File: config.mk
export PLATFORM = sky130hd
export DESIGN_NAME = sgf_divider_seq
export DESIGN_NICKNAME = d
export VERILOG_FILES = /design/src/rtl/sgf_divider_seq.sv
export SDC_FILE = /design/constraint.sdc
export NUM_CORES = 1
export LEC_CHECK = 0
export CORE_MARGIN = 4
export CORE_UTILIZATION = 45
export CTS_CLUSTER_SIZE = 28
export DETAILED_ROUTE_END_ITERATION = 10
export GPL_TIMING_DRIVEN = 1
export PLACE_DENSITY_LB_ADDON = 0.3
export SLEW_MARGIN = 10
export SYNTH_ARGS = -nofsm -noshare
export SYNTH_HDL_FRONTEND = slang
export SYNTH_SLANG_ARGS = --single-unit
File: constraint.sdc
create_clock -name clk -period 3.8 [get_ports clk]
set_clock_uncertainty 0.2 [all_clocks]
set_input_delay 0.76 -clock clk [delete_from_list [all_inputs] [get_ports clk]]
set_output_delay 0.76 -clock clk [all_outputs]
set_load 0.02 [all_outputs]
File: src/rtl/sgf_divider_seq.sv
`default_nettype none
// ============================================================================
// Module   : sgf_divider_seq
// Brief    : Sequential radix-2 restoring divider for significands.
//            Produces one quotient bit per clock, MSB first.
// Revision : 1.0  initial release
// ============================================================================
module sgf_divider_seq #(
    parameter int SW        = 54,
    parameter int precision = 1
) (
    input  logic          clk,
    input  logic          rst,
    input  logic          start_i,
    input  logic [SW-1:0] Data_A_i,
    input  logic [SW-1:0] Data_B_i,
    output logic          ready_o,
    output logic          valid_o,
    output logic [SW-1:0] sgf_result_o,
    output logic [SW-1:0] rem_o,
    output logic          sticky_o,
    output logic          div_zero_o
);

    localparam int              c_CW       = $clog2(SW + 1);
    localparam logic [c_CW-1:0] c_CNT_LOAD = c_CW'(SW);
    localparam logic [c_CW-1:0] c_CNT_ONE  = c_CW'(1);

    // precision only tags the instance within the FPU family; an illegal
    // configuration elaborates to an empty marker block
    if ((precision != 0 && precision != 1) || SW < 4 || SW > 64) begin : g_bad_cfg
    end

    typedef enum logic [1:0] {
        IDLE = 2'd0,
        CALC = 2'd1,
        DONE = 2'd2
    } state_t;

    state_t r_state;
    state_t w_state_next;

    // r_a holds the dividend and collects quotient bits from the LSB side
    logic [SW-1:0]   r_a;
    logic [SW-1:0]   r_b;
    logic [SW:0]     r_rem;
    logic [c_CW-1:0] r_cnt;
    logic [SW-1:0]   r_result;
    logic [SW-1:0]   r_rem_out;
    logic            r_sticky;
    logic            r_dz;
    logic            r_valid;

    logic            w_ready;
    logic            w_accept;
    logic            w_finish;
    logic            w_b_zero;
    logic [SW:0]     w_trial;
    logic [SW:0]     w_diff;
    logic            w_ge;
    logic [SW:0]     w_rem_next;
    logic [SW-1:0]   w_quo_next;

    always_comb begin
        w_b_zero   = (r_b == '0);
        w_trial    = {r_rem[SW-1:0], r_a[SW-1]};
        w_diff     = w_trial - {1'b0, r_b};
        // a set top bit means the shifted value already exceeds any divisor
        w_ge       = r_rem[SW] | (w_trial >= {1'b0, r_b});
        w_rem_next = w_ge ? w_diff : w_trial;
        w_quo_next = {r_a[SW-2:0], w_ge};
    end

    always_ff @(posedge clk or negedge rst) begin
        if (!rst) begin
            r_state <= IDLE;
        end else begin
            r_state <= w_state_next;
        end
    end

    always_comb begin
        w_state_next = r_state;
        w_ready      = 1'b1;
        w_accept     = 1'b0;
        w_finish     = 1'b0;
        case (r_state)
            IDLE, DONE: begin
                if (start_i) begin
                    w_accept     = 1'b1;
                    w_state_next = CALC;
                end
            end
            CALC: begin
                w_ready = 1'b0;
                if (w_b_zero || r_cnt == c_CNT_ONE) begin
                    w_finish     = 1'b1;
                    w_state_next = DONE;
                end
            end
            default: begin
                w_state_next = IDLE;
            end
        endcase
    end

    always_ff @(posedge clk or negedge rst) begin
        if (!rst) begin
            r_a       <= '0;
            r_b       <= '0;
            r_rem     <= '0;
            r_cnt     <= '0;
            r_result  <= '0;
            r_rem_out <= '0;
            r_sticky  <= 1'b0;
            r_dz      <= 1'b0;
            r_valid   <= 1'b0;
        end else if (w_accept) begin
            r_a      <= Data_A_i;
            r_b      <= Data_B_i;
            r_rem    <= '0;
            r_cnt    <= c_CNT_LOAD;
            r_sticky <= 1'b0;
            r_dz     <= 1'b0;
            r_valid  <= 1'b0;
        end else if (r_state == CALC) begin
            if (w_b_zero) begin
                r_result  <= '1;
                r_rem_out <= r_a;
                r_sticky  <= |r_a;
                r_dz      <= 1'b1;
                r_valid   <= 1'b1;
                r_cnt     <= '0;
            end else begin
                r_a   <= w_quo_next;
                r_rem <= w_rem_next;
                if (r_cnt != '0) begin
                    r_cnt <= r_cnt - c_CNT_ONE;
                end
                if (w_finish) begin
                    r_result  <= w_quo_next;
                    r_rem_out <= w_rem_next[SW-1:0];
                    r_sticky  <= |w_rem_next;
                    r_valid   <= 1'b1;
                end
            end
        end
    end

    assign ready_o      = w_ready;
    assign valid_o      = r_valid;
    assign sgf_result_o = r_result;
    assign rem_o        = r_rem_out;
    assign sticky_o     = r_sticky;
    assign div_zero_o   = r_dz;

endmodule
`default_nettype wire

; ---- Word-level counts from Yosys, hierarchy flattened
; Index checks and enable logic that the tools add are counted.
[totals]
wordCells = 73
inputBits = 111
regBits = 282
[op_classes]
eq_ne = 6
reduce_logical = 18
bitwise = 2
n_addsub = 2
order_cmp = 1
mux = 34
[op_table]
columns = op, count
row1 = $mux W54, 7
row2 = $mux W55, 4
row3 = $ge A55 B54 Y1, 1
row4 = $reduce_or A55 Y1, 1
row5 = $sub A55 B54 Y55, 1
row6 = $logic_not A54 Y1, 1
row7 = $reduce_or A54 Y1, 1
row8 = $mux W6, 4
row9 = $mux W1, 16
row10 = $reduce_and A2 Y1, 5
row11 = $eq A6 B1 Y1 const B, 1
row12 = $ne A2 B2 Y1 const B, 3
row13 = $reduce_bool A2 Y1, 3
row14 = $reduce_bool A3 Y1, 2
row15 = $reduce_bool A6 Y1, 1
row16 = $sub A6 B1 Y6 const B, 1
row17 = $mux W2, 2
row18 = $pmux W2 S2, 1
row19 = $reduce_and A3 Y1, 1
row20 = $eq A2 B1 Y1 const B, 1
row21 = $eq A2 B2 Y1 const B, 1
row22 = $logic_not A2 Y1, 1
row23 = $reduce_or A2 Y1, 1
row24 = $logic_or A1 B1 Y1, 1
row25 = other kinds (2), 2

; ---- Longest topological paths before layout
[depth]
ltp_word = 8
depth_mapped = 17
depth_no_buf = 15

; ---- Least setup slack after synthesis
; OpenSTA, ideal clock, no wires.
[synth_path]
path_kind = flip-flop to flip-flop
from = reg r_rem[14]
to = reg r_sticky, in the netlist sticky_o
t_arrival_ps = 3571
synth_period_minus_slack_ps = 3905
stages_incl_launch_ff = 14
path_slack_ps = -105
path_buffers = 1
cell_sequence = dfrtp_1 ha_1 clkbuf_1 nand4_1 or2_1 a2111oi_2 nor4_4 xnor2_1 or4_1 or4_1 nor4b_2 o211ai_1 and4bb_1 a32oi_1
[synth_via]
elab_chain_cells = 8
elab_cells_between_ends = 9
classes_between = 1 x add/sub / 1 x order compare / 5 x mux / 1 x bitwise / 1 x reduce/logical
[synth_lines]
columns = item, line
row1 = "start, declared", 46  ; logic [SW:0] r_rem;
row2 = "start signal, assigned", 136  ; r_rem <= w_rem_next;
row3 = $ge A55 B54 Y1, 69  ; w_ge = r_rem[SW] | (w_trial >= {1'b0, r_b});
row4 = $or A1 B1 Y1, 69
row5 = $mux W55 *, 70  ; w_rem_next = w_ge ? w_diff : w_trial;
row6 = $reduce_or A55 Y1 *, 143  ; r_sticky <= |w_rem_next;
row7 = $mux W1 *, 140  ; if (w_finish) begin
row8 = $mux W1 *, 127  ; if (w_b_zero) begin
row9 = $mux W1 *, 126  ; end else if (r_state == CALC) begin
row10 = $mux W1 *, 118  ; end else if (w_accept) begin
row11 = "end signal, assigned", 130  ; r_sticky <= |r_a;
row12 = "end signal, assigned", 143
row13 = "end, declared", 50  ; logic r_sticky;
; Every way passes the cells marked *; elsewhere a longest branch is shown, timed or not. The select of a mux whose other input is x is not followed.
; A chain may end at the register's enable or synchronous reset.

; ---- Final worst setup path
[layout_path]
from = reg r_a[53]
to = reg r_sticky, in the netlist sticky_o
[layout_via]
elab_chain_cells = 8
elab_cells_between_ends = 10
classes_between = 1 x add/sub / 1 x order compare / 5 x mux / 1 x bitwise / 2 x reduce/logical
[layout_lines]
columns = item, line
row1 = "start, declared", 44  ; logic [SW-1:0] r_a;
row2 = "start signal, assigned", 119  ; r_a <= Data_A_i;
row3 = "start signal, assigned", 135  ; r_a <= w_quo_next;
row4 = $ge A55 B54 Y1, 69
row5 = $or A1 B1 Y1, 69
row6 = $mux W55, 70
row7 = $reduce_or A55 Y1, 143
row8 = $mux W1, 140
row9 = $mux W1 *, 127
row10 = $mux W1 *, 126
row11 = $mux W1 *, 118
; Marked as above.

==> results.txt <==
- The flow ran to the end, but the final reports show violations.
* Violations in the final reports: setup timing
- Number of synthesized register bits: 282
* Overall routing resource usage: 0.295
- The pre-antenna-repair detailed-routing pass consisted of 6 iterations.
- For this design the top-level I/O count stands at 223.
- Transition time of the tightest slew-check pin: 940 ps
- Setup repair after global routing could not meet its margin everywhere.
- Endpoint kind of the worst setup timing path: flip-flop
- Placement Cell Area: 20300 um^2
- # rows: 68
- Measured in cells, the most critical reg-to-reg path has a length of 15.
* Worst Hold Class: reg2reg
- Share of post-route cells with drive strength above 1: 0.169
- Of the available clock period, the critical path in the final layout requires 1.03.
- Antenna cell count: 0
- Yosys mapped a number of flops with a built-in enable equal to 0.
- Hold Fails Final Rpt: 0
- Cell types occupying the most area after synthesis: dfrtp_1, nand2_1, o21ai_0, ha_1, a21oi_1
- Routability-driven placement finished with a final weighted congestion of 0.987.
* Net count of the mapped netlist: 2024
- Die span in x: 197 um
* Share of the synthesized area in the top cell type: 0.441
- Antenna violations before repair: 2
- Vias in the first global route: 15509
- Along the worst path, the maximum fanout reaches 4.
- Yosys warnings: 0
- Setup slack on the critical path of the routed design comes to -113 ps.
- The most used flip-flop cell after synthesis is dfrtp_1.
- Critical Path RT: 4060 ps
- Syn_area_per_cell: 8.62 um^2
- Wires add up to 59000 um.
- Setup violations remaining at the end of the flow were counted as 1.
- Once layout is complete, the utilization of the core stands at 0.627.
* Initial Utilization: 0.460
- DR vias: 15920
* Worst Path Class, Setup: reg2reg
* Worst hold slack across all endpoints: 280 ps
* Period minus WS final: 3910 ps
- Area of the mapped netlist: 16000 um^2
* Worst relative slew slack: 0.368
* Leading area contributor after synthesis: dfrtp_1
* Buffer levels on the longest clock path: 3
- DP HPWL: 44800 um
* Signal arrival time at the worst endpoint: 4170 ps
* Core area: 34800 um^2
* Finished Cell Area: 21800 um^2
- Final antenna-violating net count: 0
- TritonCTS built the clock tree.
- During placement, the flow inserted port buffers numbering 222.
* Cells along the critical path: inv_2 -> ha_4 -> inv_2 -> fa_2 -> a211oi_4 -> buf_4 -> o21ai_4 -> a31oi_4 -> xnor2_2 -> or4_1 -> or4_4 -> nor4b_4 -> o211ai_1 -> and4bb_1 -> a32oi_1
- Highest cell delay on the worst timing path: 510 ps
- CTS built an H-tree with a depth of 1.
* Final nets: 2410
- First-pass GRT wire length: 90600 um
* Detail-routed via count per cell: 5.85
- Kind of launch point of the worst setup path: flip-flop
- Root buffer selected by CTS: clkbuf_16
* Number of stages on the worst hold path: 2
- Clock latency on the worst-skew pair, taken at its later pin, is 590 ps.
* CTS buffer count: 31
* Max cap viols: 0
- Clock-pin slew was measured on the worst setup and hold paths at 60 ps.
* Die area: 38600 um^2
- Post-synthesis sequential area ratio: 0.441
- In this run, distinct cell masters in the synthesized netlist total 78.
- Fmax achieved: 256 MHz
* Gate Count Post-Synth: 1856
* Most used cell, CP: inv_2
- Worst-path cell with the longest stage delay: or4_4
* Synth-to-layout area growth: 36.3%
* Final Max Tran Viols: 0
* Chip Height: 197 um
- The total overflow left after global routing is 0.
- Pin count of the biggest net entering global routing: 111
- Before CTS, the worst setup slack after placement is -415 ps.
- Wire length per cell after detailed routing: 21.7 um
* Detailed-route DRC error count: 0
- Clock tree synthesis found a total of 282 sinks.
- Starting DRT DRC Count: 1704
- For this run, asynchronously set or reset flops after synthesis account for 1.00.
per-layer routing:
metal	wire length, um	vias up	GRT usage
met3	5380	90	0.0585
met5	13	-	0
met4	1790	2	0.0832
met2	24900	720	0.424
li1	-	7430	-
met1	26900	7678	0.455
cells in the mapped netlist, types with 8 or more instances:
master,n
nand2_1,349
dfrtp_1,282
o21ai_0,179
a21oi_1,112
clkbuf_1,100
nor2_1,85
nand3_1,74
inv_1,69
a22oi_1,61
ha_1,56
o22a_1,54
nor4_1,39
mux2i_1,34
nand4_1,33
o21ai_1,31
nor3_1,30
xor2_1,28
a21o_1,22
xnor2_1,20
o21a_1,13
a31oi_1,11
nand2b_1,9
a211oi_1,8
and3_1,8
nor2b_1,8
or3_1,8
or4_1,8
area by class of cell:
cell class | count | area (um^2)
Timing Repair Buffer | 479 | 4300
Inverter | 70 | 263
Fill cell | 2927 | 13000
Multi-Input combinational cell | 1378 | 8570
Clock inverter | 16 | 203
Tap cell | 455 | 569
Sequential cell | 282 | 7060
Clock buffer | 41 | 853
cells by family (layout without fill, tap and decap cells):
group	after synthesis	in the layout	synth area share
AOI/OAI and AO/OA	557	557	0.219
adders and majority gates	57	57	0.0450
muxes	39	39	0.0248
DFF	282	282	0.441
xor gates and xnor gates	48	48	0.0263
buffers and inverters	196	606	0.0507
and+or+nand+nor	677	677	0.194
sequential cells by signal (all words and copies together), names as in the netlist:
name	cells
r_b	54
div_zero_o	1
r_a	54
sgf_result_o	54
rem_o	54
r_rem	55
r_state	2
sticky_o	1
r_cnt	6
valid_o	1
cells in the final DEF (no fill, tap or decap), types with 31 or more instances in the layout:
cell type / synthesis / final
nand3_1: 74 / 73
o22a_1: 54 / 54
nand4_1: 33 / 33
buf_4: 7 / 243
nor2_1: 85 / 82
o21ai_1: 31 / 32
nand2_1: 349 / 348
nor4_1: 39 / 37
mux2i_1: 34 / 31
a22oi_1: 61 / 61
ha_1: 56 / 51
a21oi_1: 112 / 104
inv_1: 69 / 64
clkdlybuf4s50_1: 0 / 221
o21ai_0: 179 / 174
clkbuf_16: 0 / 31
dfrtp_1: 282 / 282
path summary, 6_finish.rpt:
check	from	endpoint	slack [ps]
worst max-delay path	r_a[53]	sticky_o	-110
worst min-delay path	rem_o[4]	rem_o[4]	280
worst max register to register	r_a[53]	sticky_o	-110
worst min register to register	rem_o[4]	rem_o[4]	280
max in group asynchronous	rst	r_rem[52]	1920
min in group asynchronous	rst	r_rem[6]	530
worst max-delay path: cells and delay by family, from the launching register on:
family / cells / cell delay (ps)
fa+ha+maj: 2 / 490
buf+inv: 3 / 270
flops: 1 / 390
compound gates: 5 / 740
simple gates: 4 / 1580
xor+xnor: 1 / 100
per-stage QoR:
step,setup TNS [ps],std cells
after floorplan,0,1856
after global placement,-444,2651
after detailed placement,-1150,2651
after CTS,-516,2716
after global routing,-371,2721
final,-113,2721
repair_timing:
| action | CTS | global route |
|---|---|---|
| endpoints found under the setup margin | 19 | 45 |
| pin swaps | 14 | 23 |
| endpoints found under the hold margin | 61 | 0 |
| gates resized for setup | 23 | 54 |
| buffers inserted | 7 | 5 |
| hold buffers | 1 | 0 |
Power is left out: the tool's default activity adds up to more than one toggle a clock period on the data nets, which glitch-free logic cannot reach.
